==> config.mk <==
export PLATFORM = sky130hd
export DESIGN_NAME = nts_dispatcher_backend
export DESIGN_NICKNAME = d
export VERILOG_FILES = /design/src/rtl/nts_dispatcher_pkg.sv /design/src/rtl/nts_backend_obuf.sv /design/src/rtl/nts_dispatcher_backend.sv
export SDC_FILE = /design/constraint.sdc
export NUM_CORES = 1
export LEC_CHECK = 0
export CAP_MARGIN = 20
export CORE_AREA = 4 4 197 161
export DETAILED_ROUTE_END_ITERATION = 12
export DIE_AREA = 0 0 201 165
export MAX_ROUTING_LAYER = met4
export PLACE_DENSITY = 0.78
export SKIP_CTS_REPAIR_TIMING = 1
export SYNTH_ARGS = -nofsm -noshare
export SYNTH_HDL_FRONTEND = slang
export SYNTH_SLANG_ARGS = --single-unit
==> constraint.sdc <==
create_clock -name i_clk -period 3.5 [get_ports i_clk]
set_input_delay 0.7 -clock i_clk [delete_from_list [all_inputs] [get_ports i_clk]]
set_output_delay 0.7 -clock i_clk [all_outputs]
set_load 0.03 [all_outputs]
==> src/rtl/nts_dispatcher_pkg.sv <==
// nts_dispatcher_pkg: shared FSM state encoding, keep constant and small
// helpers used by the dispatcher backend and its output buffer.
package nts_dispatcher_pkg;

    typedef enum logic [2:0] {
        ST_IDLE    = 3'd0,
        ST_LATCH   = 3'd1,
        ST_READ    = 3'd2,
        ST_DRAIN   = 3'd3,
        ST_DISCARD = 3'd4
    } backend_state_e;

    // Keep mask carried by every word except the final one of a packet.
    localparam logic [7:0] KEEP_ALL = 8'hff;

    // Output buffer entry: {data[63:0], keep[7:0], last}.
    localparam int OBUF_W = 64 + 8 + 1;

    // Saturating 32-bit increment used by the optional statistics counters.
    function automatic logic [31:0] sat_inc32(input logic [31:0] v);
        return (v == 32'hffff_ffff) ? v : v + 32'd1;
    endfunction

endpackage

==> src/rtl/nts_backend_obuf.sv <==
// nts_backend_obuf: show-ahead synchronous FIFO holding {data, keep, last}
// entries between the dispatcher read port and the engine handshake.
// The occupancy count is a registered output so the read-credit logic in
// the backend never depends on this cycle's push/pop.
module nts_backend_obuf
    import nts_dispatcher_pkg::*;
#(
    parameter int DEPTH = 4,
    parameter int WIDTH = OBUF_W
) (
    input  logic                   i_clk,
    input  logic                   i_areset,
    input  logic                   i_wr_en,
    input  logic [WIDTH-1:0]       i_wr_data,
    input  logic                   i_rd_en,
    output logic [WIDTH-1:0]       o_rd_data,
    output logic [$clog2(DEPTH):0] o_count,
    output logic                   o_empty
);

    localparam int AW = $clog2(DEPTH);
    localparam logic [AW:0]   DEPTH_C = (AW+1)'(DEPTH);
    localparam logic [AW:0]   CNT_ONE = (AW+1)'(1);
    localparam logic [AW-1:0] PTR_ONE = AW'(1);

    logic [WIDTH-1:0] mem_q [DEPTH];
    logic [AW-1:0]    wr_ptr_q, wr_ptr_d;
    logic [AW-1:0]    rd_ptr_q, rd_ptr_d;
    logic [AW:0]      count_q, count_d;
    logic             wr_ok, rd_ok;

    // Pointer and occupancy bookkeeping; pushes into a full buffer and pops
    // from an empty one are ignored.
    always_comb begin
        wr_ok    = i_wr_en && (count_q != DEPTH_C);
        rd_ok    = i_rd_en && (count_q != '0);
        wr_ptr_d = wr_ptr_q;
        rd_ptr_d = rd_ptr_q;
        count_d  = count_q;
        if (wr_ok) wr_ptr_d = wr_ptr_q + PTR_ONE;
        if (rd_ok) rd_ptr_d = rd_ptr_q + PTR_ONE;
        case ({wr_ok, rd_ok})
            2'b10:   count_d = count_q + CNT_ONE;
            2'b01:   count_d = count_q - CNT_ONE;
            default: count_d = count_q;
        endcase
    end

    // Control state register; reset empties the buffer.
    always_ff @(posedge i_clk or posedge i_areset) begin
        if (i_areset) begin
            wr_ptr_q <= '0;
            rd_ptr_q <= '0;
            count_q  <= '0;
        end else begin
            wr_ptr_q <= wr_ptr_d;
            rd_ptr_q <= rd_ptr_d;
            count_q  <= count_d;
        end
    end

    // Storage array; contents are only meaningful below the count, so no reset.
    always_ff @(posedge i_clk) begin
        if (wr_ok) mem_q[wr_ptr_q] <= i_wr_data;
    end

    assign o_rd_data = mem_q[rd_ptr_q];
    assign o_count   = count_q;
    assign o_empty   = (count_q == '0);

endmodule

==> src/rtl/nts_dispatcher_backend.sv <==
// nts_dispatcher_backend: reads one packet out of the dispatcher buffer,
// streams it to the engine over valid/ready, then releases the buffer with
// a one-cycle discard pulse. Early exhaustion of the dispatcher aborts the
// packet: buffered words are flushed with last forced and o_error pulses.
// Optional feature macro: NTS_DISPATCHER_BACKEND_STATS_EN adds saturating
// packet/abort counters (o_stat_packets, o_stat_aborts).
module nts_dispatcher_backend
    import nts_dispatcher_pkg::*;
#(
    parameter int ADDR_WIDTH = 10,
    parameter int OBUF_DEPTH = 4
) (
    input  logic                  i_clk,
    input  logic                  i_areset,
    input  logic                  i_dispatch_packet_available,
    output logic                  o_dispatch_packet_read_discard,
    input  logic [ADDR_WIDTH-1:0] i_dispatch_counter,
    input  logic [7:0]            i_dispatch_data_valid,
    input  logic                  i_dispatch_fifo_empty,
    output logic                  o_dispatch_fifo_rd_en,
    input  logic [63:0]           i_dispatch_fifo_rd_data,
    output logic                  o_engine_valid,
    input  logic                  i_engine_ready,
    output logic [63:0]           o_engine_data,
    output logic [7:0]            o_engine_keep,
    output logic                  o_engine_last,
    output logic                  o_error
`ifdef NTS_DISPATCHER_BACKEND_STATS_EN
    ,
    output logic [31:0]           o_stat_packets,
    output logic [31:0]           o_stat_aborts
`endif
);

    localparam int CW = $clog2(OBUF_DEPTH);
    localparam logic [CW:0]         DEPTH_C = (CW+1)'(OBUF_DEPTH);
    localparam logic [CW:0]         OCC_ONE = (CW+1)'(1);
    localparam logic [ADDR_WIDTH:0] CNT_ONE = (ADDR_WIDTH+1)'(1);

    backend_state_e      state_q, state_d;
    logic [ADDR_WIDTH:0] total_q, total_d;
    logic [ADDR_WIDTH:0] issued_q, issued_d;
    logic [ADDR_WIDTH:0] wr_cnt_q, wr_cnt_d;
    logic [ADDR_WIDTH:0] beat_cnt_q, beat_cnt_d;
    logic [7:0]          mask_q, mask_d;
    logic                aborted_q, aborted_d;
    logic                inflight_q, inflight_d;

    logic                rd_en, abort, credit_ok, beat_fire, drain_done;
    logic                wr_last, force_last;
    logic [7:0]          wr_keep;
    logic [CW:0]         credit_used;
    logic [OBUF_W-1:0]   obuf_wr_data, obuf_rd_data;
    logic [CW:0]         obuf_count;
    logic                obuf_empty;

    // Words already buffered plus the read still in flight must leave room
    // for one more before a new read is issued.
    assign credit_used = obuf_count + {{CW{1'b0}}, inflight_q};
    assign credit_ok   = (credit_used < DEPTH_C);
    assign beat_fire   = !obuf_empty && i_engine_ready;
    // The buffer is empty, or its final entry leaves this cycle, with nothing in flight.
    assign drain_done  = !inflight_q &&
                         ((obuf_count == '0) || ((obuf_count == OCC_ONE) && beat_fire));

    // Next-state and per-cycle controls of the packet FSM.
    always_comb begin
        state_d = state_q;
        rd_en   = 1'b0;
        abort   = 1'b0;
        case (state_q)
            ST_IDLE: begin
                if (i_dispatch_packet_available) state_d = ST_LATCH;
            end
            ST_LATCH: begin
                state_d = ST_READ;
            end
            ST_READ: begin
                if (issued_q == total_q) begin
                    state_d = ST_DRAIN;
                end else if (i_dispatch_fifo_empty || !i_dispatch_packet_available) begin
                    abort   = 1'b1;
                    state_d = ST_DRAIN;
                end else if (credit_ok) begin
                    rd_en = 1'b1;
                end
            end
            ST_DRAIN: begin
                if (drain_done) state_d = ST_DISCARD;
            end
            ST_DISCARD: begin
                state_d = ST_IDLE;
            end
            default: state_d = ST_IDLE;
        endcase
    end

    // Packet bookkeeping: size/mask capture, issued/written/emitted counts.
    always_comb begin
        total_d    = total_q;
        mask_d     = mask_q;
        issued_d   = issued_q;
        wr_cnt_d   = wr_cnt_q;
        beat_cnt_d = beat_cnt_q;
        aborted_d  = aborted_q;
        inflight_d = rd_en;
        if (state_q == ST_LATCH) begin
            total_d    = {1'b0, i_dispatch_counter} + CNT_ONE;
            mask_d     = i_dispatch_data_valid;
            issued_d   = '0;
            wr_cnt_d   = '0;
            beat_cnt_d = '0;
            aborted_d  = 1'b0;
        end else begin
            if (rd_en)      issued_d   = issued_q + CNT_ONE;
            if (inflight_q) wr_cnt_d   = wr_cnt_q + CNT_ONE;
            if (beat_fire)  beat_cnt_d = beat_cnt_q + CNT_ONE;
            if (abort)      aborted_d  = 1'b1;
        end
    end

    // Control registers; reset returns to IDLE without a discard pulse.
    always_ff @(posedge i_clk or posedge i_areset) begin
        if (i_areset) begin
            state_q    <= ST_IDLE;
            total_q    <= '0;
            mask_q     <= '0;
            issued_q   <= '0;
            wr_cnt_q   <= '0;
            beat_cnt_q <= '0;
            aborted_q  <= 1'b0;
            inflight_q <= 1'b0;
        end else begin
            state_q    <= state_d;
            total_q    <= total_d;
            mask_q     <= mask_d;
            issued_q   <= issued_d;
            wr_cnt_q   <= wr_cnt_d;
            beat_cnt_q <= beat_cnt_d;
            aborted_q  <= aborted_d;
            inflight_q <= inflight_d;
        end
    end

    // The word arriving now is the wr_cnt_q-th of the packet; only the
    // packet's final index carries last and the latched byte mask.
    assign wr_last      = (wr_cnt_q == total_q - CNT_ONE);
    assign wr_keep      = wr_last ? mask_q : KEEP_ALL;
    assign obuf_wr_data = {i_dispatch_fifo_rd_data, wr_keep, wr_last};

    nts_backend_obuf #(
        .DEPTH (OBUF_DEPTH),
        .WIDTH (OBUF_W)
    ) u_obuf (
        .i_clk     (i_clk),
        .i_areset  (i_areset),
        .i_wr_en   (inflight_q),
        .i_wr_data (obuf_wr_data),
        .i_rd_en   (beat_fire),
        .o_rd_data (obuf_rd_data),
        .o_count   (obuf_count),
        .o_empty   (obuf_empty)
    );

    // After an abort the last word actually read becomes the packet end.
    assign force_last = (aborted_q || abort) && (beat_cnt_q == issued_q - CNT_ONE);

    // Outputs are gated by valid so an empty or reset buffer drives zeros.
    assign o_engine_valid = !obuf_empty;
    assign o_engine_data  = obuf_empty ? 64'd0 : obuf_rd_data[OBUF_W-1:9];
    assign o_engine_keep  = obuf_empty ? 8'd0  : obuf_rd_data[8:1];
    assign o_engine_last  = !obuf_empty && (obuf_rd_data[0] || force_last);

    assign o_dispatch_fifo_rd_en          = rd_en;
    assign o_dispatch_packet_read_discard = (state_q == ST_DISCARD);
    assign o_error                        = (state_q == ST_DISCARD) && aborted_q;

`ifdef NTS_DISPATCHER_BACKEND_STATS_EN
    logic [31:0] stat_packets_q, stat_packets_d;
    logic [31:0] stat_aborts_q, stat_aborts_d;

    // Count completed and aborted packets once per discard, saturating.
    always_comb begin
        stat_packets_d = stat_packets_q;
        stat_aborts_d  = stat_aborts_q;
        if (state_q == ST_DISCARD) begin
            if (aborted_q) stat_aborts_d  = sat_inc32(stat_aborts_q);
            else           stat_packets_d = sat_inc32(stat_packets_q);
        end
    end

    // Statistics registers.
    always_ff @(posedge i_clk or posedge i_areset) begin
        if (i_areset) begin
            stat_packets_q <= '0;
            stat_aborts_q  <= '0;
        end else begin
            stat_packets_q <= stat_packets_d;
            stat_aborts_q  <= stat_aborts_d;
        end
    end

    assign o_stat_packets = stat_packets_q;
    assign o_stat_aborts  = stat_aborts_q;
`endif

endmodule

==> results_dict.tcl, run 1 <==
set metrics [dict create \
    status "complete, but fails checks" \
    violations "negative setup slack" \
    required_ns 2.80 \
    endpoint_kind "primary output" \
    fp-row-count 57 \
    die_area_sq_um 33170 \
    areaGrowthSynthToFinish_pct 24.16 \
    hp-start "mask_q[4]" \
    critPathBufInv 1 \
    finalInstanceArea_sq_um 18570 \
    numCtsBuffers 36 \
    maxCapViolations 0 \
    synth_cells 915 \
    setup_ws_ns -0.1280 \
    critPathMaxFanout 6 \
    synth_cell_types 50 \
    r2r_start "total_q[0]" \
    critPathArrivalTime_ns 2.93 \
    path_class "reg -> out" \
    synth_top_area_cell "edfxtp_1" \
    grt_first_pass_wirelength_um 47800 \
    placed_area_sq_um 17200 \
    slew_viol_final 0 \
    fin_crit_sh_pct 103.7 \
    finalHoldViolCount 0 \
    placed_cells 1438 \
    regArea_sq_um 10380 \
    setup_viol 1 \
    hpwlAfterDp_um 19850 \
    numPortBuffers 163 \
    gr-total-overflow 0 \
    diodes 0 \
    holdPathStages 2 \
    fillCellCount 2120 \
    clock_latency_ns 0.51 \
    ant_nets 0 \
    skew_ns 0.008938 \
    fin_setup_tns_ns -0.1280 \
    drc_errors 0 \
    ys_warn_count 0 \
    via_per_inst 5.504 \
    wl_um 30540 \
    start_kind "flop" \
    power.density_nw_per_um2 811.1 \
    antenna_found_initial 0 \
    ys.flop_type "edfxtp_1" \
    cts_max_path_buffers 3 \
    core_area_sq_um 29880 \
    synth_top_area_share_pct 58.61 \
    start_util_pct 50.06 \
    place.gp.congestion 0.8747 \
    hold_path_end "mask_q[4]" \
    io_pins 164 \
    clk_pin_slew_ns 0.06 \
    synth-edff-count 292 \
    synth_nets 1017 \
    leakage_nw 6.552 \
    grt_usage_pct 18.83 \
    cp_common_cell "o31a_1" \
    fp.dieH_um 165 \
    cts_root_buf "clkbuf_16" \
    dr.pass1.iters 4 \
    rrSetupSlack_ns 0.75 \
    netlist_area_sq_um 14960 \
    reg2regPathDepth 8 \
    synth_most_common_cell "edfxtp_1" \
    ys_top_cells_by_area "edfxtp_1 (59%), mux4_2 (11%), dfrtp_1 (11%), and2_1 (3.3%), xnor2_1 (2.3%)" \
    hp-class "reg -> reg" \
    slew_headroom_pct 55.21 \
    layout-drive-gt1-share_pct 16.43 \
    vias 8306 \
    htreeDepth 2 \
    ys_async_sr_fraction_pct 17.98 \
    worst_pin_slew_ns 0.6718 \
    grt_pass1_vias 8453 \
    cts_tree "built" \
    path_cells "or4_4, o31a_1, o41a_1, o31a_1, o41ai_4, buf_12" \
    syn_avg_cell_area_sq_um 16.35 \
    dr.first_iter.drc_count 542 \
    die_w_um 201 \
    grt_max_degree 42 \
    cpPeakStageDelay_ns 0.59 \
    synth.ff_latch_count 356 \
    ys_seq_area_share_pct 69.32 \
    grt_setup_unrepaired "yes" \
    wire_per_inst_um 20.24 \
    multiInputGateArea_sq_um 4379 \
    min_period_ns 3.628 \
    pre_cts_ws_ns 0.3600 \
    vdd_drop_max_uv 461.0 \
    fmax_mhz 275.6 \
    nets 1201 \
    cp_top_family "compound AO/OA/AOI/OAI gates" \
    crit_slowest_cell "or4_4" \
    r2r-end "u_obuf.mem_q[0][3]" \
    fin_cells 1509 \
    synthTopCellsByCount "edfxtp_1 (292), and2_1 (78), mux4_2 (73), nand2_1 (65), dfrtp_1 (64)" \
    cts.sinks 356 \
]
## per-layer routing
metal | vias to the layer above | global-route usage [%] | routed length, um
li1 | 3807 | - | -
met4 | 0 | 3.784 | 453
met3 | 41 | 3.298 | 1866
met1 | 4215 | 25.88 | 13230
met5 | - | - | 0
met2 | 243 | 30.38 | 14990
## stage by stage
step | power [mW] | util [%] | hold WS [ns]
global placement | 10.99 | 57.55 | 0.4529
floorplan | 8.963 | - | 0.4390
global route | 15.78 | 62.15 | 0.5010
detailed placement | 11.08 | 57.55 | 0.4645
finish | 15.06 | 62.15 | 0.4756
CTS | 15.19 | 61.83 | 0.4783
## flip-flops by register name, indices dropped and copies added, names as in the netlist
| name | cells |
|---|---|
| u_obuf.mem_q | 292 |
| u_obuf.o_count | 3 |
| aborted_q | 1 |
| total_q | 11 |
| u_obuf.rd_ptr_q | 2 |
| wr_cnt_q | 11 |
| state_q | 3 |
| inflight_q | 1 |
| u_obuf.wr_ptr_q | 2 |
| beat_cnt_q | 11 |
| issued_q | 11 |
| mask_q | 8 |
## power by group
group | total, mW | internal (mW) | switching, mW
registers | 5.33 | 4.92 | 0.410
logic | 5.64 | 2.65 | 2.98
clock network | 4.10 | 2.53 | 1.56
## cells by family (layout without fill, tap and decap cells)
group                    after synthesis  count (layout)  share of synthesized area, %
XOR/XNOR                              71              71                         4.157
flip-flops                           356             356                         69.32
AO/OA/AOI/OAI                         44              44                         1.849
AND/OR/NAND/NOR                      280             280                         9.953
buffers and inverters                 65             276                         1.740
adder cells (fa/ha/maj)               15              15                         1.255
multiplexers                          84              84                         11.73
## worst max path at each step
| stage | from | end | slack, ns | depth (start not counted) |
|---|---|---|---|---|
| after floorplan | u_obuf.o_count[0] | u_obuf.mem_q[0][0] | 0.23 | 4 |
| after global placement | issued_q[6] | o_engine_last | 0.39 | 6 |
| after detailed placement | issued_q[6] | o_engine_last | 0.36 | 6 |
| after CTS | issued_q[6] | o_engine_last | -0.21 | 6 |
| after global routing | issued_q[6] | o_engine_last | -0.20 | 6 |
| final | issued_q[6] | o_engine_last | -0.13 | 6 |
## cell type report
cell class,instances,share of cell area (%)
clock buffer,41,5.059
clock inverter,24,1.832
inverter,16,0.3234
multi-input combinational,494,23.58
sequential,356,55.89
tap,383,2.580
timing repair buffer,195,10.73
## tightest hold or removal path, stage by stage (launching register included)
cell,delay [ns]
dfrtp_1,0.34
nand2_1,0.05
nand2_1,0.05
## cell usage in the layout (no fill, tap or decap), types with 3 or more instances in the layout
cell               n
clkdlybuf4s50_1  160
xor2_1            32
mux4_2            73
and2_1            74
inv_1             15
nand2_1           65
nand2b_1           5
bufinv_16          8
nor3_1            13
nor2b_1            7
xnor2_1           39
nand3_1           11
clkinv_2           6
dfrtp_2            3
o21ai_0           17
a21oi_1           11
nand4_1           15
clkinv_1           5
edfxtp_1         292
buf_6              3
or3_1             12
mux2i_1           11
dfrtp_1           59
nor4_1             5
clkbuf_16         36
and3_1             8
and2_4             4
ha_1              15
nor3b_1            3
buf_4             22
buf_12             9
nor2_1            41
clkbuf_1           3
No activity file was read; power rests on OpenSTA's default activity.
==> run 2, diff against run 1 <==
- CORE_AREA: 4 4 197 161 -> 4 4 199 162
- DIE_AREA: 0 0 201 165 -> 0 0 203 166
- SYNTH_HIERARCHICAL: unset -> 1
==> results_dict.tcl, run 2 <==
set metrics [dict create \
    slew_viol_final 0 \
    synth_cells 951 \
    critPathBufInv 2 \
    hp-class "reg -> reg" \
    drc_errors 0 \
    place.gp.congestion 0.8727 \
    cp_top_family "compound AO/OA/AOI/OAI gates" \
    ys.flop_type "edfxtp_1" \
    synth_most_common_cell "edfxtp_1" \
    fillCellCount 2205 \
    clk_pin_slew_ns 0.06 \
    htreeDepth 2 \
    cts_tree "built" \
    synth_top_area_cell "edfxtp_1" \
    critPathMaxFanout 7 \
    cts_max_path_buffers 3 \
    grt_first_pass_wirelength_um 49760 \
    syn_avg_cell_area_sq_um 15.99 \
    synth_top_area_share_pct 57.67 \
    die_area_sq_um 33700 \
    hpwlAfterDp_um 20800 \
    use_met3_pct 3.358 \
    use_met1_pct 27.41 \
    synthTopCellsByCount "edfxtp_1 (292), mux4_2 (73), nor2b_1 (72), dfrtp_1 (64), nand2_1 (61)" \
    wire_per_inst_um 20.30 \
    vdd_drop_max_uv 511.1 \
    ys_async_sr_fraction_pct 17.98 \
    cpPeakStageDelay_ns 0.47 \
    synth_cell_types 56 \
    ys_top_cells_by_area "edfxtp_1 (58%), mux4_2 (11%), dfrtp_1 (11%), nor2b_1 (3.0%), xor2_1 (2.5%)" \
    regMostFlops "u_obuf/mem_q" \
    finalHoldViolCount 0 \
    r2r-end "u_obuf/o_count[2]" \
    synth_nets 1050 \
    fin_crit_sh_pct 98.20 \
    dr.pass1.iters 5 \
    grt_usage_pct 19.20 \
    largest_reg_flops 292 \
    pre_cts_ws_ns 0.3172 \
    antenna_found_initial 0 \
    grt_max_degree 62 \
    ys_warn_count 6 \
    grt_pass1_vias 8648 \
    hp-start "mask_q[4]" \
    fin_setup_tns_ns 0 \
    maxCapViolations 0 \
    synth-edff-count 292 \
    fp.dieH_um 166 \
    grt_use_met2_pct 29.54 \
    areaGrowthSynthToFinish_pct 22.51 \
    wl_um 31780 \
    endpoint_kind "primary output" \
    crit_end "o_engine_last" \
    top_usage_layer "met2" \
    gr-total-overflow 0 \
    critPathArrivalTime_ns 2.74 \
    clock_latency_ns 0.51 \
    crit_start "issued_q[1]" \
    start_kind "flop" \
    skew_ns 0.009389 \
    worst_pin_slew_ns 0.7418 \
    setup_ws_ns 0.06306 \
    crit_slowest_cell "or4_1" \
    min_period_ns 3.437 \
    dr.first_iter.drc_count 643 \
    ys_seq_area_share_pct 68.20 \
    cts_root_buf "clkbuf_16" \
    setup_viol 0 \
    ant_nets 0 \
    fin_cells 1565 \
    most-common-layout-cells "edfxtp_1 (292), clkdlybuf4s50_1 (161), mux4_2 (73)" \
    via_per_inst 5.486 \
    power.density_nw_per_um2 796.4 \
    reg2regPathDepth 12 \
    required_ns 2.80 \
    vias 8585 \
    die_w_um 203 \
    cp_num_cells 9 \
    cts.sinks 356 \
    synth.ff_latch_count 356 \
    layout-drive-gt1-share_pct 16.15 \
    fp-row-count 57 \
    status "complete, no violations" \
    placed_cells 1495 \
    path_cells "inv_1, ha_2, xnor2_1, a21oi_1, o21ai_0, o31a_1, or4_1, o32ai_1, buf_4" \
    nets 1227 \
    fmax_mhz 291.0 \
    grt_setup_unrepaired "yes" \
    io_pins 164 \
    leakage_nw 6.542 \
    path_class "reg -> out" \
    diodes 0 \
    numCtsBuffers 36 \
    start_util_pct 50.40 \
    numPortBuffers 163 \
    rrSetupSlack_ns 0.87 \
    netlist_area_sq_um 15200 \
    r2r_start "u_obuf/o_count[0]" \
    core_area_sq_um 30170 \
    slew_headroom_pct 50.55 \
    final_common_cell "edfxtp_1" \
]
==> run 2: cell types whose count changed in the layout (fill, tap and decap cells not counted), sizes merged, moves of 8 or more <==
cell / before / now
and2: 78 / 6
nor2b: 8 / 72
nor2: 41 / 58
xor2: 32 / 44
nand3: 12 / 23
mux2i: 11 / 3
==> run 2: cell families after synthesis <==
| group | after synthesis | share of synthesized area (%) |
|---|---|---|
| AOI/OAI and AO/OA | 60 | 2.510 |
| DFF | 356 | 68.20 |
| buffers and inverters | 80 | 2.633 |
| and+or+nand+nor | 288 | 10.04 |
| muxes | 77 | 11.08 |
| adders and majority gates | 12 | 1.037 |
| xor gates and xnor gates | 78 | 4.493 |
==> run 2: layout make-up <==
| cell class | count | area [sq um] | share of cell area (%) |
|---|---|---|---|
| clock inverters | 17 | 168.9 | 0.9068 |
| inverters | 24 | 90.09 | 0.4836 |
| repair buffers | 195 | 2029 | 10.90 |
| clock buffers | 45 | 977.2 | 5.246 |
| multi-input cells | 515 | 4463 | 23.96 |
| well taps | 413 | 516.7 | 2.774 |
| flip-flops and latches | 356 | 10380 | 55.73 |
==> run 2: power by group <==
part	switching, mW	total (mW)	internal, mW
Clock	1.52	3.72	2.20
Combinational	3.08	5.77	2.69
Sequential	0.442	5.34	4.90
==> run 2: how the worst min path moves through the flow <==
| stage | endpoint | slack (ns) | cells past startpoint |
|---|---|---|---|
| 2_1_floorplan | mask_q[0] | 0.45 | 2 |
| 3_3_place_gp | mask_q[1] | 0.47 | 2 |
| 3_5_place_dp | mask_q[4] | 0.47 | 2 |
| 4_1_cts | mask_q[4] | 0.49 | 2 |
| 5_1_grt | mask_q[0] | 0.52 | 2 |
| 6_report | mask_q[4] | 0.49 | 2 |
==> run 2: tightest hold or removal path, cell delays in order, from the launching register on <==
cell,delay (ns)
dfrtp_1,0.34
nand2_1,0.06
nand2_1,0.06
==> run 2: routing by layer <==
| layer | vias to the layer above | routed length (um) |
|---|---|---|
| li1 | 3919 | - |
| met2 | 262 | 15180 |
| met1 | 4359 | 14010 |
| met5 | - | 0 |
| met4 | 0 | 582 |
| met3 | 45 | 2006 |
==> run 2: metrics by stage <==
step / total power [mW] / utilization (%) / instance area (sq um) / hold WS, ns
6_report: 14.83 / 61.74 / 18630 / 0.4876
5_1_grt: 15.56 / 61.74 / 18630 / 0.5159
4_1_cts: 14.90 / 61.46 / 18540 / 0.4854
3_5_place_dp: 11.13 / 57.66 / 17400 / 0.4701
3_3_place_gp: 11.03 / 57.66 / 17400 / 0.4677
2_1_floorplan: 9.097 / - / 15200 / 0.4464
==> run 3, diff against run 2 <==
- CELL_PAD_IN_SITES_DETAIL_PLACEMENT: unset -> 1
- CELL_PAD_IN_SITES_GLOBAL_PLACEMENT: unset -> 1
- CORE_AREA: 4 4 199 162 -> 4 4 216 176
- DIE_AREA: 0 0 203 166 -> 0 0 220 180
- PLACE_DENSITY: 0.78 -> 0.82
==> results_dict.tcl, run 3 (synthesis results as in run 2) <==
set metrics [dict create \
    status "complete, no violations" \
    critPathMaxFanout 8 \
    numPortBuffers 163 \
    min_period_ns 3.424 \
    cts_max_path_buffers 3 \
    finalHoldViolCount 0 \
    slew_headroom_pct 58.56 \
    layout-drive-gt1-share_pct 16.16 \
    io_pins 164 \
    required_ns 2.80 \
    cts_tree "built" \
    leakage_nw 6.579 \
    die_w_um 220 \
    largest_reg_flops 292 \
    crit_slowest_cell "or4_1" \
    maxCapViolations 0 \
    vias 8741 \
    fmax_mhz 292.1 \
    cp_top_family "compound AO/OA/AOI/OAI gates" \
    finalInstanceArea_sq_um 18790 \
    start_kind "flop" \
    total_power_mw 15.14 \
    grt_max_degree 58 \
    path_class "reg -> out" \
    fillCellCount 3449 \
    vdd_drop_max_uv 440.3 \
    grt_pass1_vias 9669 \
    ant_nets 0 \
    via_per_inst 5.333 \
    hp-class "reg -> reg" \
    nets 1228 \
    cpPeakStageDelay_ns 0.47 \
    setup_viol 0 \
    skew_ns 0.02680 \
    dr.first_iter.drc_count 532 \
    drc_errors 0 \
    start_util_pct 42.61 \
    most-common-layout-cells "edfxtp_1 (292), clkdlybuf4s50_1 (160), mux4_2 (73)" \
    slew_viol_final 0 \
    place.gp.congestion 0.8290 \
    numCtsBuffers 38 \
    grt_first_pass_wirelength_um 56680 \
    clk_pin_slew_ns 0.05 \
    grt_usage_pct 18.94 \
    cts_root_buf "clkbuf_16" \
    wl_um 36470 \
    fp.dieH_um 180 \
    endpoint_kind "primary output" \
    critPathBufInv 2 \
    clock_latency_ns 0.53 \
    fin_crit_sh_pct 97.82 \
    grt_setup_unrepaired "yes" \
    wire_per_inst_um 22.25 \
    power.density_nw_per_um2 805.8 \
    dr.pass1.iters 5 \
    areaGrowthSynthToFinish_pct 23.59 \
    htreeDepth 2 \
    gr-total-overflow 0 \
    core_area_sq_um 35680 \
    cts.sinks 356 \
    antenna_found_initial 2 \
    worst_pin_slew_ns 0.6216 \
    hpwlAfterDp_um 24010 \
    fp-row-count 62 \
    final_common_cell "edfxtp_1" \
    critPathArrivalTime_ns 2.72 \
    path_cells "inv_1, ha_2, xnor2_1, a21oi_1, o21ai_0, o31a_1, or4_1, o32ai_1, buf_4" \
    die_area_sq_um 39600 \
    regMostFlops "u_obuf/mem_q" \
    placed_area_sq_um 17460 \
]
==> run 3: cell count changes in the layout (fill, tap and decap cells not counted), moves of 2 or more <==
| cell | change |
|---|---|
| clkinv_1 | +5 |
| buf_4 | -2 |
| diode_2 | +2 |
| nor3_2 | -2 |
| nor3_4 | +2 |
==> run 3: per-stage QoR <==
stage | util (%) | TNS [ns] | hold slack [ns] | std cells | setup slack, ns
after floorplan | - | 0 | 0.4464 | 951 | 0.2369
after global placement | 48.94 | 0 | 0.4699 | 1560 | 0.3774
after detailed placement | 48.94 | 0 | 0.4854 | 1560 | 0.3351
after CTS | 52.31 | -1.312 | 0.4847 | 1628 | -0.1170
after global routing | 52.66 | -0.09155 | 0.5165 | 1639 | -0.08895
final | 52.66 | 0 | 0.4859 | 1639 | 0.07642
==> run 3: final timing paths <==
kind / start / endpoint / slack [ns] / cells past startpoint
worst max-delay path: issued_q[0] / o_engine_last / 0.08 / 9
max in group asynchronous: i_areset / mask_q[2] / 2.59 / 3
worst min-delay path: mask_q[5] / mask_q[5] / 0.49 / 2
min in group asynchronous: i_areset / u_obuf/o_count[2] / 0.50 / 2
worst min register to register: mask_q[5] / mask_q[5] / 0.49 / 2
worst max register to register: total_q[0] / u_obuf/mem_q[3][1] / 0.79 / 7
==> run 3: per-layer routing <==
metal | GRT usage (%) | part of all wire, % | vias up | wire length [um]
li1 | - | - | 3937 | -
met1 | 25.63 | 44 | 4540 | 16150
met2 | 30.14 | 49 | 207 | 18030
met3 | 3.072 | 4.1 | 57 | 1504
met4 | 5.048 | 2.1 | 0 | 783
met5 | - | 0 | - | 0
==> run 3: power by group <==
group / switching, mW / internal [mW] / total, mW
logic: 3.25 / 2.71 / 5.97
clock network: 1.59 / 2.27 / 3.86
registers: 0.418 / 4.90 / 5.32
==> run 3: worst min-delay path, cell delays in order, from the launching register on <==
cell and delay, ns:
dfrtp_1 0.35, nand2_1 0.05, nand2_1 0.05
==> run 3: area by class of cell <==
type                       instances  area, sq um  share of cell area, %
clock inverter                    22        198.9                  1.059
inverter                          24        90.09                 0.4794
tap                              480        600.6                  3.196
clock buffer                      46         1002                  5.333
multi-input combinational        515         4476                  23.82
sequential                       356        10380                  55.25
timing repair buffer             194         2037                  10.84
antenna                            2        5.005                0.02663
==> RTL change, RTL diff (settings of run 3) <==
Add a define of `NTS_DISPATCHER_BACKEND_STATS_EN`.
--- a/src/rtl/nts_dispatcher_backend.sv
+++ b/src/rtl/nts_dispatcher_backend.sv
@@ -4,6 +4,8 @@
 // packet: buffered words are flushed with last forced and o_error pulses.
 // Optional feature macro: NTS_DISPATCHER_BACKEND_STATS_EN adds saturating
 // packet/abort counters (o_stat_packets, o_stat_aborts).
+`define NTS_DISPATCHER_BACKEND_STATS_EN
+
 module nts_dispatcher_backend
     import nts_dispatcher_pkg::*;
 #(
Formal check against the unedited RTL (old outputs only; new: o_stat_aborts and o_stat_packets): no difference found for any inputs over 4 cycles, from zero or initial values and one cycle with i_areset high; that may be too few to reach the edited logic, so the function may still have changed.
==> RTL change against run 3 <==
Final cell count grew 19%; largest cell class unchanged; total power grew 10%; critical path type unchanged; core utilization grew 10 points; synthesized area grew 18%; sequential cell count grew 64; final area grew 20%; synthesized cell count grew 25%; highest routed layer unchanged; via count grew 25%; count of clock-buffer cells in the layout grew 4; routed wire length grew 24%; largest power group is now sequential cells; sequential power grew 16%; worst setup slack gained 8.9 ps.
==> RTL change: results (changes against run 3) <==
- The flow ran to the end, and the final reports show no timing, DRC or antenna violations.
- The critical path arrival came to 2710 ps (about the same).
- The met3 capacity usage during global routing was 4.47% (+1.4 points).
* Reg2reg end: u_obuf/mem_q[3][4]
* Sequential cell area fraction in the yosys report: 66.6% (-1.6 points)
* Dpl hpwl: 30100 um (+26%)
* Proportion of synthesized flip-flops having asynchronous set or reset: 30.5% (+12 points)
- Reg2Reg Depth: 8 (+1)
* Leading post-synthesis cells by instance count: sky130_fd_sc_hd__edfxtp_1 (292), sky130_fd_sc_hd__dfrtp_1 (128), sky130_fd_sc_hd__nand2_1 (87), sky130_fd_sc_hd__xnor2_1 (79), sky130_fd_sc_hd__nor2b_1 (74)
* Total length of routed wires: 45300 um (+24%)
- On the critical path, the stage with the largest delay is an instance of sky130_fd_sc_hd__dfrtp_4.
* NetSw: 5.61 mW (+6.7%)
- The via count of the first global-routing pass came to 12000 (+24%).
* Delay of the slowest cell on the worst path: 760 ps (+290 ps)
- The maximum number of pins on one net before global-route repair came to 50 (-14%).
- Gate family responsible for the most delay along the worst path: buffers and inverters
* First-pass GRT wire length: 71500 um (+26%)
- In this run the most critical hold path is launched from mask_q[3].
- The met1 usage in global routing is 31.4% (+5.7 points).
- The final RePlAce weighted congestion is 0.827 (-0.22%).
- Fraction of final layout cells sized beyond drive strength 1: 14.0% (-2.1 points)
- The maximum clock frequency is 293 MHz (+0.26%).
* Crit Path Max Fanout: 31 (+23)
- The met3 routed wirelength was 2450 um (+63%).
- The fraction of synthesized cell area in xor and xnor cells is 6.48% (+2.0 points).
* GR met2 Demand/Resource: 39.7% (+9.5 points)
- The worst-margin pin slew is 745 ps (+123 ps).
- The overall global routing resource usage came to 23.9% (+4.9 points).
* Total CTS buffers: 42 (+11%)
* Net count after synthesis: 1287 (+23%)
- Routed metal-1 wirelength: 18800 um (+17%)
- IR Drop Worst-Case VDD: 0.482 mV (+9.5%)
-- RTL change: cell types whose count changed after synthesis, moves of 10 or more --
cell | run 3 | this run
sky130_fd_sc_hd__nand2_1 | 61 | 87
sky130_fd_sc_hd__xor2_1 | 44 | 54
sky130_fd_sc_hd__nand4_1 | 22 | 39
sky130_fd_sc_hd__nand3_1 | 22 | 37
sky130_fd_sc_hd__and3_1 | 5 | 16
sky130_fd_sc_hd__xnor2_1 | 34 | 79
sky130_fd_sc_hd__dfrtp_1 | 64 | 128
-- RTL change: final cells by class --
| cell class | count | area [um^2] |
|---|---|---|
| Tap cell | 480 | 601 |
| Inverter | 23 | 90.1 |
| Fill cell | 3287 | 13200 |
| Antenna cell | 3 | 7.51 |
| Clock buffer | 50 | 1110 |
| Multi-Input combinational cell | 686 | 5720 |
| Timing Repair Buffer | 261 | 2690 |
| Clock inverter | 27 | 256 |
| Sequential cell | 420 | 12000 |
-- RTL change: through the flow --
stage                     cell area [um^2]  util (%)  std cells  power [mW]
after floorplan                      18000         -       1186        9.96
after global placement               20900      58.6       1860        12.0
after detailed placement             20900      58.6       1860        12.2
after CTS                            22300      62.5       1937        16.7
after global routing                 22500      62.9       1950        17.5
final                                22500      62.9       1950        16.7
-- RTL change: power groups by stage --
stage	clock, mW	sequential, mW	combinational, mW
after CTS	4.55	6.15	6.02
final	4.44	6.15	6.09
after global placement	0	6.22	5.83
after detailed placement	0	6.25	5.97
after floorplan	0	6.00	3.96
after global routing	4.81	6.19	6.51
-- RTL change: worst min path at each step --
stage | end | slack (ps) | depth (start not counted)
floorplan | mask_q[0] | 440 | 2
global placement | mask_q[3] | 460 | 2
detailed placement | mask_q[3] | 460 | 2
CTS | mask_q[3] | 470 | 2
global route | mask_q[7] | 510 | 2
finish | mask_q[3] | 480 | 2
